<file path="config.mk">
export PLATFORM = sky130hd
export DESIGN_NAME = lcd_hw_bus_master
export DESIGN_NICKNAME = d
export VERILOG_FILES = /design/src/rtl/lcd_pkg.sv /design/src/rtl/lcd_hw_bus_master.sv
export SDC_FILE = /design/constraint.sdc
export NUM_CORES = 1
export LEC_CHECK = 0
export CAP_MARGIN = 20
export CORE_ASPECT_RATIO = 1.5
export CORE_MARGIN = 5
export CORE_UTILIZATION = 50
export DETAILED_ROUTE_END_ITERATION = 16
export PLACE_DENSITY_LB_ADDON = 0.08
export SYNTH_ARGS = -nofsm -noshare
export SYNTH_HDL_FRONTEND = slang
export SYNTH_SLANG_ARGS = --single-unit
</file>
<file path="constraint.sdc">
create_clock -name clk -period 5 [get_ports clk]
set_input_delay 0.75 -clock clk [delete_from_list [all_inputs] [get_ports clk]]
set_output_delay 0.75 -clock clk [all_outputs]
set_load 0.1 [all_outputs]
</file>
<file path="src/rtl/lcd_pkg.sv">
// Shared definitions for the LCD2 hardware write master: FSM state encoding,
// default 50 MHz timing constants, bus width and a parameter range helper.
package lcd_pkg;

   localparam int unsigned LCD_DW = 16;

   // Default timing at 50 MHz
   localparam int unsigned LCD_RST_LOW_CYC  = 50000;    // 1 ms
   localparam int unsigned LCD_RST_WAIT_CYC = 6000000;  // 120 ms
   localparam int unsigned LCD_WR_LOW_CYC   = 2;
   localparam int unsigned LCD_WR_HIGH_CYC  = 2;

   typedef enum logic [2:0] {
      ST_RST_LOW  = 3'd0,
      ST_RST_WAIT = 3'd1,
      ST_IDLE     = 3'd2,
      ST_SETUP    = 3'd3,
      ST_WR_LOW   = 3'd4,
      ST_WR_HIGH  = 3'd5
   } lcd_wr_state_e;

   // True when a cycle count is >= 1 and its terminal value (cyc-1) fits in w bits
   function automatic bit lcd_cyc_fits(input int unsigned cyc, input int unsigned w);
      return (cyc >= 1) && ((64'(cyc) - 64'd1) < (64'd1 << w));
   endfunction

endpackage : lcd_pkg

</file>
<file path="src/rtl/lcd_hw_bus_master.sv">
// 8080-style write-only master driving the lcd2_*_hw signal set.
// Runs the panel reset sequence after rst_n release or on start_reset (IDLE
// only), then turns each accepted command/data word into one CS/WR cycle:
// SETUP (1) + WR_LOW (WR_LOW_CYC) + WR_HIGH (WR_HIGH_CYC) clocks. A word
// accepted in the last WR_HIGH cycle chains straight into SETUP with CS low.
//
// Ports:
//   clk, rst_n         clock, asynchronous active-low reset
//   start_reset        single-cycle request to rerun the panel reset (IDLE only)
//   in_valid/in_ready  word handshake; in_ready is combinational from state
//   in_rs, in_data     register select (0 cmd / 1 data) and 16-bit word
//   busy               high in every state except IDLE
//   lcd2_*_hw          registered panel bus (cs/wr/reset active low, rd tied 1)
module lcd_hw_bus_master
   import lcd_pkg::*;
#(
   parameter int unsigned WR_LOW_CYC   = LCD_WR_LOW_CYC,
   parameter int unsigned WR_HIGH_CYC  = LCD_WR_HIGH_CYC,
   parameter int unsigned RST_LOW_CYC  = LCD_RST_LOW_CYC,
   parameter int unsigned RST_WAIT_CYC = LCD_RST_WAIT_CYC,
   parameter int unsigned CNT_W        = 23
) (
   input  logic              clk,
   input  logic              rst_n,
   input  logic              start_reset,
   input  logic              in_valid,
   output logic              in_ready,
   input  logic              in_rs,
   input  logic [LCD_DW-1:0] in_data,
   output logic              busy,
   output logic              lcd2_cs_hw,
   output logic              lcd2_wr_hw,
   output logic              lcd2_rs_hw,
   output logic              lcd2_reset_hw,
   output logic              lcd2_rd_hw,
   output logic [LCD_DW-1:0] lcd2_data16_hw
);

   // Elaboration-time range checks: every terminal count must fit the counter
   if (!lcd_cyc_fits(WR_LOW_CYC, CNT_W)) begin : g_bad_wr_low
      $fatal(1, "WR_LOW_CYC out of range for CNT_W");
   end
   if (!lcd_cyc_fits(WR_HIGH_CYC, CNT_W)) begin : g_bad_wr_high
      $fatal(1, "WR_HIGH_CYC out of range for CNT_W");
   end
   if (!lcd_cyc_fits(RST_LOW_CYC, CNT_W)) begin : g_bad_rst_low
      $fatal(1, "RST_LOW_CYC out of range for CNT_W");
   end
   if (!lcd_cyc_fits(RST_WAIT_CYC, CNT_W)) begin : g_bad_rst_wait
      $fatal(1, "RST_WAIT_CYC out of range for CNT_W");
   end

   localparam logic [CNT_W-1:0] WR_LOW_LAST   = CNT_W'(WR_LOW_CYC - 1);
   localparam logic [CNT_W-1:0] WR_HIGH_LAST  = CNT_W'(WR_HIGH_CYC - 1);
   localparam logic [CNT_W-1:0] RST_LOW_LAST  = CNT_W'(RST_LOW_CYC - 1);
   localparam logic [CNT_W-1:0] RST_WAIT_LAST = CNT_W'(RST_WAIT_CYC - 1);

   lcd_wr_state_e     state_q, state_d;
   logic [CNT_W-1:0]  cnt_q, cnt_d;
   logic              cs_q, cs_d;
   logic              wr_q, wr_d;
   logic              rs_q, rs_d;
   logic              rst_out_q, rst_out_d;
   logic [LCD_DW-1:0] data_q, data_d;

   logic              wr_last_c;
   logic              accept_c;

   // Handshake: free in IDLE unless a reset request wins, or in the last WR_HIGH cycle
   assign wr_last_c = (state_q == ST_WR_HIGH) && (cnt_q == WR_HIGH_LAST);
   assign in_ready  = ((state_q == ST_IDLE) && !start_reset) || wr_last_c;
   assign accept_c  = in_valid && in_ready;
   assign busy      = (state_q != ST_IDLE);

   // Next state, counter and next registered bus values (derived from state_d)
   always_comb begin
      state_d   = state_q;
      rs_d      = rs_q;
      data_d    = data_q;
      cs_d      = 1'b1;
      wr_d      = 1'b1;
      rst_out_d = 1'b1;

      unique case (state_q)
         ST_RST_LOW:  if (cnt_q == RST_LOW_LAST)  state_d = ST_RST_WAIT;
         ST_RST_WAIT: if (cnt_q == RST_WAIT_LAST) state_d = ST_IDLE;
         ST_IDLE: begin
            if (start_reset) begin
               state_d = ST_RST_LOW;
            end else if (accept_c) begin
               state_d = ST_SETUP;
               rs_d    = in_rs;
               data_d  = in_data;
            end
         end
         ST_SETUP:    state_d = ST_WR_LOW;
         ST_WR_LOW:   if (cnt_q == WR_LOW_LAST) state_d = ST_WR_HIGH;
         ST_WR_HIGH: begin
            if (wr_last_c) begin
               if (accept_c) begin
                  state_d = ST_SETUP;
                  rs_d    = in_rs;
                  data_d  = in_data;
               end else begin
                  state_d = ST_IDLE;
               end
            end
         end
         default:     state_d = ST_RST_LOW;
      endcase

      unique case (state_d)
         ST_RST_LOW: begin
            rst_out_d = 1'b0;
            // A rerun reset parks the bus the same way rst_n does
            rs_d      = 1'b0;
            data_d    = '0;
         end
         ST_SETUP:   cs_d = 1'b0;
         ST_WR_LOW: begin
            cs_d = 1'b0;
            wr_d = 1'b0;
         end
         ST_WR_HIGH: cs_d = 1'b0;
         default: ;
      endcase

      // Counter restarts on every state entry; IDLE holds it at zero
      if ((state_d != state_q) || (state_q == ST_IDLE)) cnt_d = '0;
      else                                              cnt_d = cnt_q + CNT_W'(1);
   end

   // State and registered panel outputs
   always_ff @(posedge clk or negedge rst_n) begin
      if (!rst_n) begin
         state_q   <= ST_RST_LOW;
         cnt_q     <= '0;
         cs_q      <= 1'b1;
         wr_q      <= 1'b1;
         rs_q      <= 1'b0;
         rst_out_q <= 1'b0;
         data_q    <= '0;
      end else begin
         state_q   <= state_d;
         cnt_q     <= cnt_d;
         cs_q      <= cs_d;
         wr_q      <= wr_d;
         rs_q      <= rs_d;
         rst_out_q <= rst_out_d;
         data_q    <= data_d;
      end
   end

   assign lcd2_cs_hw     = cs_q;
   assign lcd2_wr_hw     = wr_q;
   assign lcd2_rs_hw     = rs_q;
   assign lcd2_reset_hw  = rst_out_q;
   assign lcd2_rd_hw     = 1'b1;
   assign lcd2_data16_hw = data_q;

endmodule : lcd_hw_bus_master

</file>
==> metrics.log <==
[metrics] met1 track demand over resource: 0.2071
[metrics] diodes inserted: 0
[metrics] Detail Placement HPWL: 4062 um
[metrics] total track usage: 0.1862
[metrics] starting density of the core: 0.5079
[metrics] drt via density: 5.893
[metrics] Final Instance Area: 3038 um2
[metrics] worst r2r dst: cnt_q[19]
[metrics] flop2flop setup slack: 2.41 ns
[metrics] Top FF cell, synth: sky130_fd_sc_hd__dfrtp_1
[metrics] DRC violation count after routing: 0
[metrics] total die area: 6686 um2
[metrics] overall power: around 0.0011 W
[metrics] FF-to-FF Start: cnt_q[16]
[metrics] global routing met2 resource utilization: 0.3422
[metrics] most instantiated library cell after synthesis: sky130_fd_sc_hd__dfrtp_1
[metrics] total clock buffers created by CTS: 5
[metrics] area added between synthesis and finish: 18.55%
[metrics] layout cells sized above 1: 0.09028
[metrics] unique cell type count in the Yosys netlist: 42
[metrics] worst min-delay path class: in -> async
[metrics] M3 GR Usage: 0.03241
[metrics] type of origin of the critical path: flip-flop
[metrics] clk_lat worst skew: 0.29 ns
[metrics] Post CTS Setup Buffer Count: 0
[metrics] kind of critical path: reg -> out
[metrics] largest net degree at the start of global routing: 47
[metrics] port bufs: 42
[metrics] count of pins over their slew limit: 0
[metrics] net count after synthesis: 273
[metrics] Fmax: 334.9 MHz
[metrics] # hold bufs at CTS: 0
[metrics] clock-pin slew reported for the worst setup and hold paths after clock tree synthesis: 0.08 ns
[metrics] data arrival time at the worst-slack endpoint: ~2.2 ns
[metrics] number of maximum-capacitance constraint violations: 0
[metrics] number of synthesized register bits: 46
[metrics] period utilisation layout: 0.5971
[metrics] Die H: 97.68 um
[metrics] top cell type by total area after synthesis: sky130_fd_sc_hd__dfrtp_1
[metrics] Pleak: roughly 1.2 nW
[metrics] largest fanout of any net on the critical path: 10
[metrics] Clock Tree Root: sky130_fd_sc_hd__clkbuf_8
[metrics] Power Dens Cells: between 300 and 400 nW/um2
[metrics] worst slew margin relative to its limit: 0.3420
[metrics] Worst setup endpoint: busy
[metrics] TritonCTS Sinks: 46
[metrics] Total Nets Final: 310
[metrics] top cells by instance count after synthesis: 44 x sky130_fd_sc_hd__dfrtp_1, 35 x sky130_fd_sc_hd__o211ai_1, 28 x sky130_fd_sc_hd__nor2_1
[metrics] IR Drop Worst-Case VDD: 248.9 uV
[metrics] Setup Total Neg Slack: 0 ns
[metrics] maximum root-to-sink buffer count: 2
[metrics] DR WL/cell: approximately 16 um
[metrics] row cnt: 32
[metrics] setup repair after global routing missed its margin: false
[metrics] Synth async-reset ratio: 1.000
[metrics] wire length of the first global-routing pass: 9873 um
[metrics] CTS tree: yes
[metrics] number of antenna violations at the first check in global routing: 0
[metrics] number of H-tree levels: 2
[metrics] final hold vios: 0
[metrics] Worst Clk Skew: 0.008147 ns
[metrics] DRT antenna net count: 0
[metrics] horizontal die dimension: 68.45 um
[metrics] global route overflow: 0
[metrics] Area after DPL: 2914 um2
[metrics] peak-usage layer in the global routing report: met2
[metrics] drt first-iter violations: around 250
[metrics] yosys synthesis warning count: 0
[metrics] total routed wirelength: 5777 um
[metrics] result of the run: completed
[metrics] launching element of the worst setup path: state_q[2]
[metrics] portion of synthesized cell area occupied by the leading cell type: 0.4297
[metrics] synthesized instance count: 250
[metrics] filler cell count in the final layout: 464
[metrics] largest cells by area after synthesis: sky130_fd_sc_hd__dfrtp_1 43%, sky130_fd_sc_hd__o211ai_1 10%, sky130_fd_sc_hd__a32oi_1 5.8%, sky130_fd_sc_hd__xor2_1 4.8%, sky130_fd_sc_hd__nor2_1 4.1%
[metrics] total via count in the routed design: ~2100
[metrics] register area share after synthesis: 0.4502
[metrics] PostCTS Resize Cnt: 0
[metrics] number of enable-type register cells in the synthesized netlist: 0
[metrics] Worst-Margin Slew: 0.9839 ns
[metrics] post-synth design cell area: roughly 2600 um2
[metrics] setup slack at placement: between 1.5 and 2 ns
[metrics] RePlAce Congestion: around 0.80
[metrics] depth of the worst register-to-register path: 5
[metrics] number of setup violations in the final report: 0
[metrics] TritonRoute pass-1 iters: 4
[metrics] area of the placeable core: 5045 um2
[metrics] clock period minus worst slack: 2.986 ns
[metrics] minimum hold slack: about 0.42 ns
[metrics] kind of capture point of the worst setup path: output port
[metrics] number of top-level pins: 44
[metrics] Final WS setup: 2.014 ns
[metrics] Syn Area/Cell: 10.25 um2
[metrics] data required time at the worst endpoint: 4.25 ns
[metrics] number of global-route vias before repair: ~2100
==> area by class of cell <==
class                   count  area, um2  share of cell area
clock buffers               7      86.33             0.02842
well taps                  68      85.08             0.02801
inverters                   7      26.28            0.008649
flip-flops and latches     46       1154              0.3797
repair buffers             49      483.0              0.1590
clock inverters             1      5.005            0.001647
multi-input cells         178       1199              0.3946
==> worst min-delay path by stage <==
stage | cells past startpoint | slack [ns] | to | start
5_1_grt | 1 | 0.44 | lcd2_data16_hw[15] | rst_n
3_5_place_dp | 1 | 0.52 | cnt_q[0] | cnt_q[0]
2_1_floorplan | 0 | 0.45 | cnt_q[0] | rst_n
4_1_cts | 1 | 0.53 | cnt_q[0] | cnt_q[0]
6_report | 1 | 0.42 | lcd2_data16_hw[2] | rst_n
3_3_place_gp | 1 | 0.51 | cnt_q[0] | cnt_q[0]
==> sequential cells by signal, summed over array words and instances (netlist names) <==
register        cells
lcd2_data16_hw     16
lcd2_rs_hw          1
lcd2_wr_hw          1
state_q             3
cnt_q              23
lcd2_reset_hw       1
lcd2_cs_hw          1
==> per-layer routing <==
metal / vias to the layer above / wire [um]
li1: 1020 / -
met1: 1039 / 2281
met2: 33 / 3229
met3: 6 / 196
met4: 0 / 70
met5: - / 0
==> through the flow <==
step                  util  instances
floorplan                -        250
global placement    0.5776        346
detailed placement  0.5776        346
CTS                 0.5957        354
global route        0.6022        356
finish              0.6022        356
==> power by group <==
part / internal [W] / switching, W / leakage [nW]
Clock: 0.000112 / 0.000117 / 0.0482
Sequential: 0.000425 / 0.0000625 / 0.619
Combinational: 0.000124 / 0.000252 / 0.513
==> layout by cell type (no fill, tap or decap), drive strengths merged, types with 2 or more instances in the layout <==
master         netlist  final
a32oi               17     17
and3                 4      4
and4                 3      3
buf                 11      9
clkbuf               8      7
clkdlybuf4s50        0     40
clkinv               1      2
dfrtp               44     44
dfstp                2      2
ha                   2      2
inv                  6      6
nand2                8      8
nand3               15     15
nand4                9      9
nor2                29     29
nor2b                3      3
nor3                 6      6
nor4                 6      6
o211ai              35     35
o21ai                6      6
o31ai                2      2
or3b                 2      2
or4                  2      2
xnor2                7      7
xor2                14     14
==> cell families after synthesis <==
| logic type | Yosys count | synth area share |
|---|---|---|
| fa+ha+maj | 2 | 0.009764 |
| other cells | 1 | 0.001463 |
| flops | 46 | 0.4502 |
| buf+inv | 26 | 0.08203 |
| compound gates | 63 | 0.1899 |
| xor+xnor | 21 | 0.07178 |
| simple gates | 91 | 0.1948 |
==> critical path: stages, from the launching register on <==
cell                              delay, ns
sky130_fd_sc_hd__dfrtp_1               0.49
sky130_fd_sc_hd__or3b_1                0.45
sky130_fd_sc_hd__clkdlybuf4s50_1       1.00
(Power assumes the default switching activity.)
